==> config.mk <==
export PLATFORM = sky130hd
export DESIGN_NAME = pa_resp_buffer
export DESIGN_NICKNAME = d
export VERILOG_FILES = /design/src/rtl/pa_resp_buffer.sv
export SDC_FILE = /design/constraint.sdc
export NUM_CORES = 1
export LEC_CHECK = 0
export ABC_AREA = 1
export BUFFER_PORTS_ARGS = -buffer_cell sky130_fd_sc_hd__clkbuf_2
export CORE_UTILIZATION = 57
export CTS_CLUSTER_DIAMETER = 150
export DETAILED_ROUTE_END_ITERATION = 12
export GPL_ROUTABILITY_DRIVEN = 0
export PLACE_DENSITY = 0.8
export SYNTH_ARGS = -nofsm -noshare
export SYNTH_HDL_FRONTEND = slang
export SYNTH_SLANG_ARGS = --single-unit
==> constraint.sdc <==
create_clock -name clk_i -period 3.15 [get_ports clk_i]
set_input_delay 0.315 -clock clk_i [delete_from_list [all_inputs] [get_ports clk_i]]
set_output_delay 0.315 -clock clk_i [all_outputs]
set_load 0.02 [all_outputs]
==> src/rtl/pa_resp_buffer.sv <==
`default_nettype none
// ============================================================================
//  Module      : pa_resp_buffer
//  Description : In-order response FIFO between the page-walk unit and its
//                consumer. It buffers {fault, PA} pairs over valid/ready
//                handshakes and keeps saturating translation and fault counts.
//  Revision    : 1.0 - initial release
// ============================================================================
module pa_resp_buffer #(
    parameter int DEPTH = 4,
    parameter int CNT_W = 16
) (
    input  logic                   clk_i,
    input  logic                   resetn_i,
    input  logic [31:0]            pa_i,
    input  logic                   pa_fault_i,
    input  logic                   pa_vld_i,
    output logic                   pa_rdy_o,
    output logic [31:0]            out_pa_o,
    output logic                   out_fault_o,
    output logic                   out_vld_o,
    input  logic                   out_rdy_i,
    output logic [$clog2(DEPTH):0] level_o,
    output logic                   full_o,
    output logic                   empty_o,
    output logic [CNT_W-1:0]       xlat_cnt_o,
    output logic [CNT_W-1:0]       fault_cnt_o,
    input  logic                   cnt_clr_i
);

    localparam int PTR_W = $clog2(DEPTH);
    localparam int LVL_W = PTR_W + 1;
    localparam logic [LVL_W-1:0] LVL_FULL = LVL_W'(DEPTH);
    localparam logic [LVL_W-1:0] LVL_ZERO = '0;
    localparam logic [LVL_W-1:0] LVL_ONE  = LVL_W'(1);
    localparam logic [PTR_W-1:0] PTR_ONE  = PTR_W'(1);
    localparam logic [CNT_W-1:0] CNT_MAX  = '1;
    localparam logic [CNT_W-1:0] CNT_ONE  = CNT_W'(1);

    // Storage: each entry holds {fault, pa}.
    logic [32:0]      mem [DEPTH];
    logic [PTR_W-1:0] wr_ptr;
    logic [PTR_W-1:0] rd_ptr;
    logic [LVL_W-1:0] level;
    logic [CNT_W-1:0] xlat_cnt;
    logic [CNT_W-1:0] fault_cnt;
    logic             push;
    logic             pop;

    // Ready depends only on registered occupancy (plus reset), so consumer
    // back-pressure never forms a combinational path to the walkers.
    assign pa_rdy_o    = resetn_i && (level != LVL_FULL);
    assign out_vld_o   = (level != LVL_ZERO);
    assign push        = pa_vld_i && pa_rdy_o;
    assign pop         = out_vld_o && out_rdy_i;

    // Output always comes from the stored head entry; there is no bypass path.
    assign out_pa_o    = mem[rd_ptr][31:0];
    assign out_fault_o = mem[rd_ptr][32];

    assign level_o     = level;
    assign full_o      = (level == LVL_FULL);
    assign empty_o     = (level == LVL_ZERO);
    assign xlat_cnt_o  = xlat_cnt;
    assign fault_cnt_o = fault_cnt;

    // Entry array write; contents need no reset since occupancy gates reads.
    always_ff @(posedge clk_i) begin
        if (push) begin
            mem[wr_ptr] <= {pa_fault_i, pa_i};
        end
    end

    // Pointers and occupancy; pointers wrap naturally as DEPTH is a power of two.
    always_ff @(posedge clk_i) begin
        if (!resetn_i) begin
            wr_ptr <= '0;
            rd_ptr <= '0;
            level  <= '0;
        end else begin
            if (push) begin
                wr_ptr <= wr_ptr + PTR_ONE;
            end
            if (pop) begin
                rd_ptr <= rd_ptr + PTR_ONE;
            end
            case ({push, pop})
                2'b10:   level <= level + LVL_ONE;
                2'b01:   level <= level - LVL_ONE;
                default: level <= level;
            endcase
        end
    end

    // Saturating delivery statistics; a clear wins over a same-cycle increment.
    always_ff @(posedge clk_i) begin
        if (!resetn_i || cnt_clr_i) begin
            xlat_cnt  <= '0;
            fault_cnt <= '0;
        end else if (pop) begin
            if (xlat_cnt != CNT_MAX) begin
                xlat_cnt <= xlat_cnt + CNT_ONE;
            end
            if (out_fault_o && (fault_cnt != CNT_MAX)) begin
                fault_cnt <= fault_cnt + CNT_ONE;
            end
        end
    end

endmodule
`default_nettype wire
Word level (Yosys, flattened, before mapping)
Memory sizes are Yosys's and may differ from the RTL's. A register that Yosys moved wholly into a read port is not among the register bits.
Cells that the tools add are included.
{"block": "classes", "n_addsub": 6, "eq_ne": 6, "mux": 5, "n_reduce_logical": 11}
{"op": "16-bit by 1-bit adder with 16-bit output (second input constant)", "count": 2}
{"op": "16-bit != test (second input constant)", "count": 2}
{"op": "3-bit one-hot mux with 2 select lines", "count": 1}
{"op": "2-bit by 1-bit adder with 2-bit output (second input constant)", "count": 2}
{"op": "1-bit logical AND", "count": 4}
{"op": "2-bit two-way mux", "count": 2}
{"op": "2-bit AND reduction", "count": 2}
{"op": "3-bit by 1-bit adder with 3-bit output (second input constant)", "count": 1}
{"op": "3-bit equality test (second input constant)", "count": 1}
{"op": "3-bit logical NOT", "count": 1}
{"op": "3-bit != test (second input constant)", "count": 1}
{"op": "3-bit nonzero test", "count": 1}
{"op": "3-bit by 1-bit subtractor with 3-bit output (second input constant)", "count": 1}
{"op": "2-bit by 1-bit equality test with 1-bit output (second input constant)", "count": 1}
{"op": "2-bit equality test (second input constant)", "count": 1}
{"op": "1-bit two-way mux", "count": 2}
{"op": "2-bit nonzero test", "count": 1}
{"op": "1-bit logical NOT", "count": 1}
{"op": "1-bit logical OR", "count": 1}
{"block": "word_totals", "register_bits": 39, "mem_bits_rw": 132, "inputBits": 38, "output_inout_bits": 72, "word_cells": 34, "mem_count": 1}
{"memory": "mem", "depth": 4, "width": 33, "read_ports": 1, "rd_clocked_by_memory_dff": 1, "write_ports": 1, "line": "41", "source": "logic [32:0] mem [DEPTH];"}

Longest topological paths before layout
{"block": "depth", "word_depth": 5, "mapped_depth": 12, "depth_no_buf": 12}

Worst setup path before layout
OpenSTA, ideal clock, no wires.
{"block": "synth_path", "path_type": "flip-flop to flip-flop", "from": "reg level[1] (netlist: level_o[1])", "to": "mem mem[0][0], enable pin", "setup_time_ns": 0.423, "arrival_time_ns": 2.764, "required_time_ns": 2.727, "setup_slack_ns": -0.037, "stages_incl_launch_ff": 7, "path_buffers": 0, "synth_period_minus_slack_ns": 3.187, "path_cell_list": "dfxtp_1 > nor2_1 > nand2_1 > inv_1 > nor2_1 > nand2_1 > nor2_1"}
{"block": "synth_between", "elab_chain_cells": 5}
{"item": "start, declared", "line": "44", "source": "logic [LVL_W-1:0] level;"}
{"item": "start signal, assigned", "line": "88", "source": "2'b10: level <= level + LVL_ONE;"}
{"item": "start signal, assigned", "line": "89", "source": "2'b01: level <= level - LVL_ONE;"}
{"item": "start signal, assigned", "line": "90", "source": "default: level <= level;"}
{"item": "3-bit != test", "line": "52", "source": "assign pa_rdy_o = resetn_i && (level != LVL_FULL);"}
{"item": "1-bit logical AND", "line": "52"}
{"item": "via pa_rdy_o", "line": "18", "source": "output logic pa_rdy_o,"}
{"item": "1-bit logical AND", "line": "54", "source": "assign push = pa_vld_i && pa_rdy_o;"}
{"item": "1-bit two-way mux", "line": "69", "source": "if (push) begin"}
{"item": "1-bit two-way mux (not written as such)", "line": "70", "source": "mem[wr_ptr] <= {pa_fault_i, pa_i};"}
{"item": "end, declared", "line": "41"}
The timed path passes the listed nets, and every way through them passes these cells.

==> flow_metrics.tcl <==
set metrics [dict create \
    postRouteWirelength_mm 15.13 \
    track_usage 0.2481 \
    syn_nets 755 \
    post_route_cells_drive_above_1_share 0.1904 \
    worst_r2r_setup_slack_ns 0.77 \
    grt_pass1_wl_mm 24.50 \
    place.detailed.hpwl_mm 9.616 \
    worst_ir_drop_vdd_mv 0.4355 \
    gr-total-overflow 0 \
    cp_data_required_time_ns 2.83 \
    die-height_um 114.5 \
    final_min_period_over_clock_period 0.7720 \
    clock.fmax_mhz 411.2 \
    crit_fanout 56 \
    drt_pass1_iterations 5 \
    post_cts_resized 0 \
    p_clk_frac 0.346 \
    end_kind "output port" \
    antenna_found_initial 0 \
    power_switching_w 0.001841 \
    floorplan.die.width_um 114.5 \
    tritoncts "yes" \
    setup_viol_count_final 0 \
    start_util 0.5936 \
    report.final.slew_viol_count 0 \
    rr_worst_depth 12 \
    crit_arrival_ns 2.12 \
    syn2layout_area_growth_pct 18.34 \
    filler_free_cell_count_of_the_finished_design 998 \
    finalHoldViolCount 0 \
    post-layout-total-power_w 0.006025 \
    critPathMaxStageDelay_ns 0.48 \
    ctsHtreeMaxLevel 4 \
    dp.cells 968 \
    rsz0062_at_grt "no" \
    p_leak_nw 3.300 \
    post_synth_mux_area_share 0 \
    post_cts_setup_buffers 0 \
    fp.dieArea_um2 13120 \
    via_per_inst 5.435 \
    synth.ff_latch_count 173 \
    tritoncts_num_sinks 173 \
    row_count 40 \
    final_skew_ns 0.006030 \
    dpl_worst_slack_ns 0.7913 \
    max_cap_violations 0 \
    worst-setup-path-type "reg2out" \
    synth_simple_gate_area_share 0.1733 \
    antenna_cells 0 \
    synth_compound_gate_area_share 0.09237 \
    finalSetupTns_ns 0 \
    grt_start_max_net_pins 57 \
    reg2reg_launch_point "level_o[0]" \
    hp-start "pa_i[18]" \
    synth.distinct_cells 24 \
    detail_route.drc_violations 0 \
    yosys.area_share.xor_xnor 0.01334 \
    vias 5424 \
    clock_latency_ns 0.42 \
    cts-buffers-inserted 17 \
    ys_warn_count 0 \
    max-slew-margin-rel 0.2873 \
    sequentialPowerShare 0.437 \
    result_of_the_run "finished clean" \
    hold_path_sink "mem[3][18]" \
    fin_worst_hold_slack_ns 0.1079 \
    synth_area_um2 7219 \
    coreArea_um2 12160 \
    synth_sequential_area_ratio 0.6627 \
    cts_buffer_depth 2 \
    fillerInstances 919 \
    sort_of_element_at_the_start_of_the_critical_path "flip-flop" \
    worst-slew-pin-transition_ns 1.065 \
    hold_class "in2reg" \
    avgSynthCellArea_um2 10.18 \
    final_period_minus_worst_setup_slack_ns 2.432 \
    path_clk_slew_ns 0.06 \
    cts_root_buf "sky130_fd_sc_hd__clkbuf_16" \
    first_global_vias 5228 \
    drt_first_iter_violations 468 \
    io_pins 110 \
    power_frac_comb 0.217 \
    min_delay_path_depth 1 \
    r2r-end "level_o[2]" \
    intPower_w 0.004184 \
    powerDensity_nw_per_um2 705.2 \
    postSynthCellCount 709 \
    yosys.area_share.adder 0.01490 \
    main_combinational_cell_family_by_area_after_synthesis "simple AND/OR/NAND/NOR gates" \
    num-nets-final 865 \
    crit_path_cell_trace "inv_2, buf_4, o21ai_0, o22ai_1, clkbuf_2" \
    hold_buffers 0 \
    setup_ws_ns 0.7181 \
    placement.io_buffers 109 \
    p_sw_frac 0.3055 \
    final_antenna_net_count 0 \
    crit_path_top_delay_cell "sky130_fd_sc_hd__buf_4" \
    wire_per_inst_um 15.16 \
]
==> cell families after synthesis <==
family / count (synthesis)
xor+xnor: 11
flops: 173
fa+ha+maj: 8
buf+inv: 78
simple gates: 314
compound gates: 125
==> cells in the final DEF (no fill, tap or decap), types with 11 or more instances in the layout <==
cell                        count
sky130_fd_sc_hd__a21oi_1       18
sky130_fd_sc_hd__clkbuf_16     17
sky130_fd_sc_hd__clkbuf_2     109
sky130_fd_sc_hd__dfxtp_1       40
sky130_fd_sc_hd__edfxtp_1     132
sky130_fd_sc_hd__inv_1         48
sky130_fd_sc_hd__nand2_1      119
sky130_fd_sc_hd__nand3_1       22
sky130_fd_sc_hd__nor2_1       153
sky130_fd_sc_hd__o21ai_0       74
sky130_fd_sc_hd__o22ai_1       32
sky130_fd_sc_hd__xor2_1        11
==> final cells by class <==
type                            instances  area, um^2  area share
Sequential cell                       173        4786      0.5602
Tap cell                              168       210.2     0.02460
Inverter                               51       191.4     0.02241
Clock buffer                           18       429.2     0.05023
Multi-Input combinational cell        458        2152      0.2519
Timing Repair Buffer                  118       613.1     0.07176
Clock inverter                         12       161.4     0.01889
==> worst max-delay path: cells and delay by family, from the launching register on <==
| kind | cells | cell delay, ns |
|---|---|---|
| buf+inv | 3 | 0.89 |
| flops | 1 | 0.39 |
| compound gates | 2 | 0.38 |
==> metrics by stage <==
stage	cell area, um^2	util
after global routing	8543	0.7025
after CTS	8543	0.7025
final	8543	0.7025
after floorplan	7219	-
after global placement	7953	0.6539
after detailed placement	7953	0.6539
==> synth_stat cells <==
cell type | count | area, um^2
sky130_fd_sc_hd__nor2_1 | 157 | 589.3
sky130_fd_sc_hd__edfxtp_1 | 132 | 3964
sky130_fd_sc_hd__nand2_1 | 119 | 446.7
sky130_fd_sc_hd__o21ai_0 | 74 | 370.4
sky130_fd_sc_hd__inv_1 | 49 | 183.9
sky130_fd_sc_hd__dfxtp_1 | 41 | 820.8
sky130_fd_sc_hd__o22ai_1 | 32 | 200.2
sky130_fd_sc_hd__nand3_1 | 22 | 110.1
sky130_fd_sc_hd__clkbuf_1 | 21 | 78.83
sky130_fd_sc_hd__a21oi_1 | 18 | 90.09
sky130_fd_sc_hd__xor2_1 | 11 | 96.34
sky130_fd_sc_hd__ha_1 | 7 | 87.58
sky130_fd_sc_hd__nand4_1 | 7 | 43.79
sky130_fd_sc_hd__buf_2 | 4 | 20.02
sky130_fd_sc_hd__buf_6 | 2 | 22.52
sky130_fd_sc_hd__inv_2 | 2 | 7.510
sky130_fd_sc_hd__nand2_2 | 2 | 12.51
sky130_fd_sc_hd__nand3b_1 | 2 | 15.01
sky130_fd_sc_hd__nor3_1 | 2 | 10.01
sky130_fd_sc_hd__a31oi_1 | 1 | 6.260
sky130_fd_sc_hd__and2_1 | 1 | 6.260
sky130_fd_sc_hd__fa_1 | 1 | 20.02
sky130_fd_sc_hd__nor2_2 | 1 | 6.260
sky130_fd_sc_hd__nor2_4 | 1 | 11.26
==> how the worst max path moves through the flow <==
stage	start	end	slack, ns	cells past startpoint
CTS	flip-flop	out_pa_o[2]	0.70	5
finish	flip-flop	out_pa_o[24]	0.72	5
detailed placement	level_o[0]	level_o[2]	0.79	12
floorplan	level_o[1]	mem[0][0]	-0.04	6
global route	flip-flop	out_pa_o[24]	0.55	5
global placement	level_o[0]	level_o[2]	0.91	12
==> state kept, by name (all words and copies together), names as in the netlist, named ones only <==
name and count:
fault_cnt_o 16, level_o 3, rd_ptr 2, xlat_cnt_o 16
wr_ptr 2, mem 132
==> power by group through the flow <==
stage	registers (W)	clock network, W	logic, W
2_1_floorplan	0.00270	0	0.000853
3_3_place_gp	0.00267	0	0.00126
3_5_place_dp	0.00268	0	0.00130
4_1_cts	0.00263	0.00211	0.00131
5_1_grt	0.00264	0.00221	0.00144
6_report	0.00263	0.00209	0.00130
==> layer usage <==
layer,global-route usage,up-vias,wire length [um]
met5,0,-,0
met4,0.1221,0,399
met3,0.05506,31,926
met2,0.4190,193,7438
met1,0.3023,2561,6368
li1,-,2639,-
(Power assumes the default switching activity.)
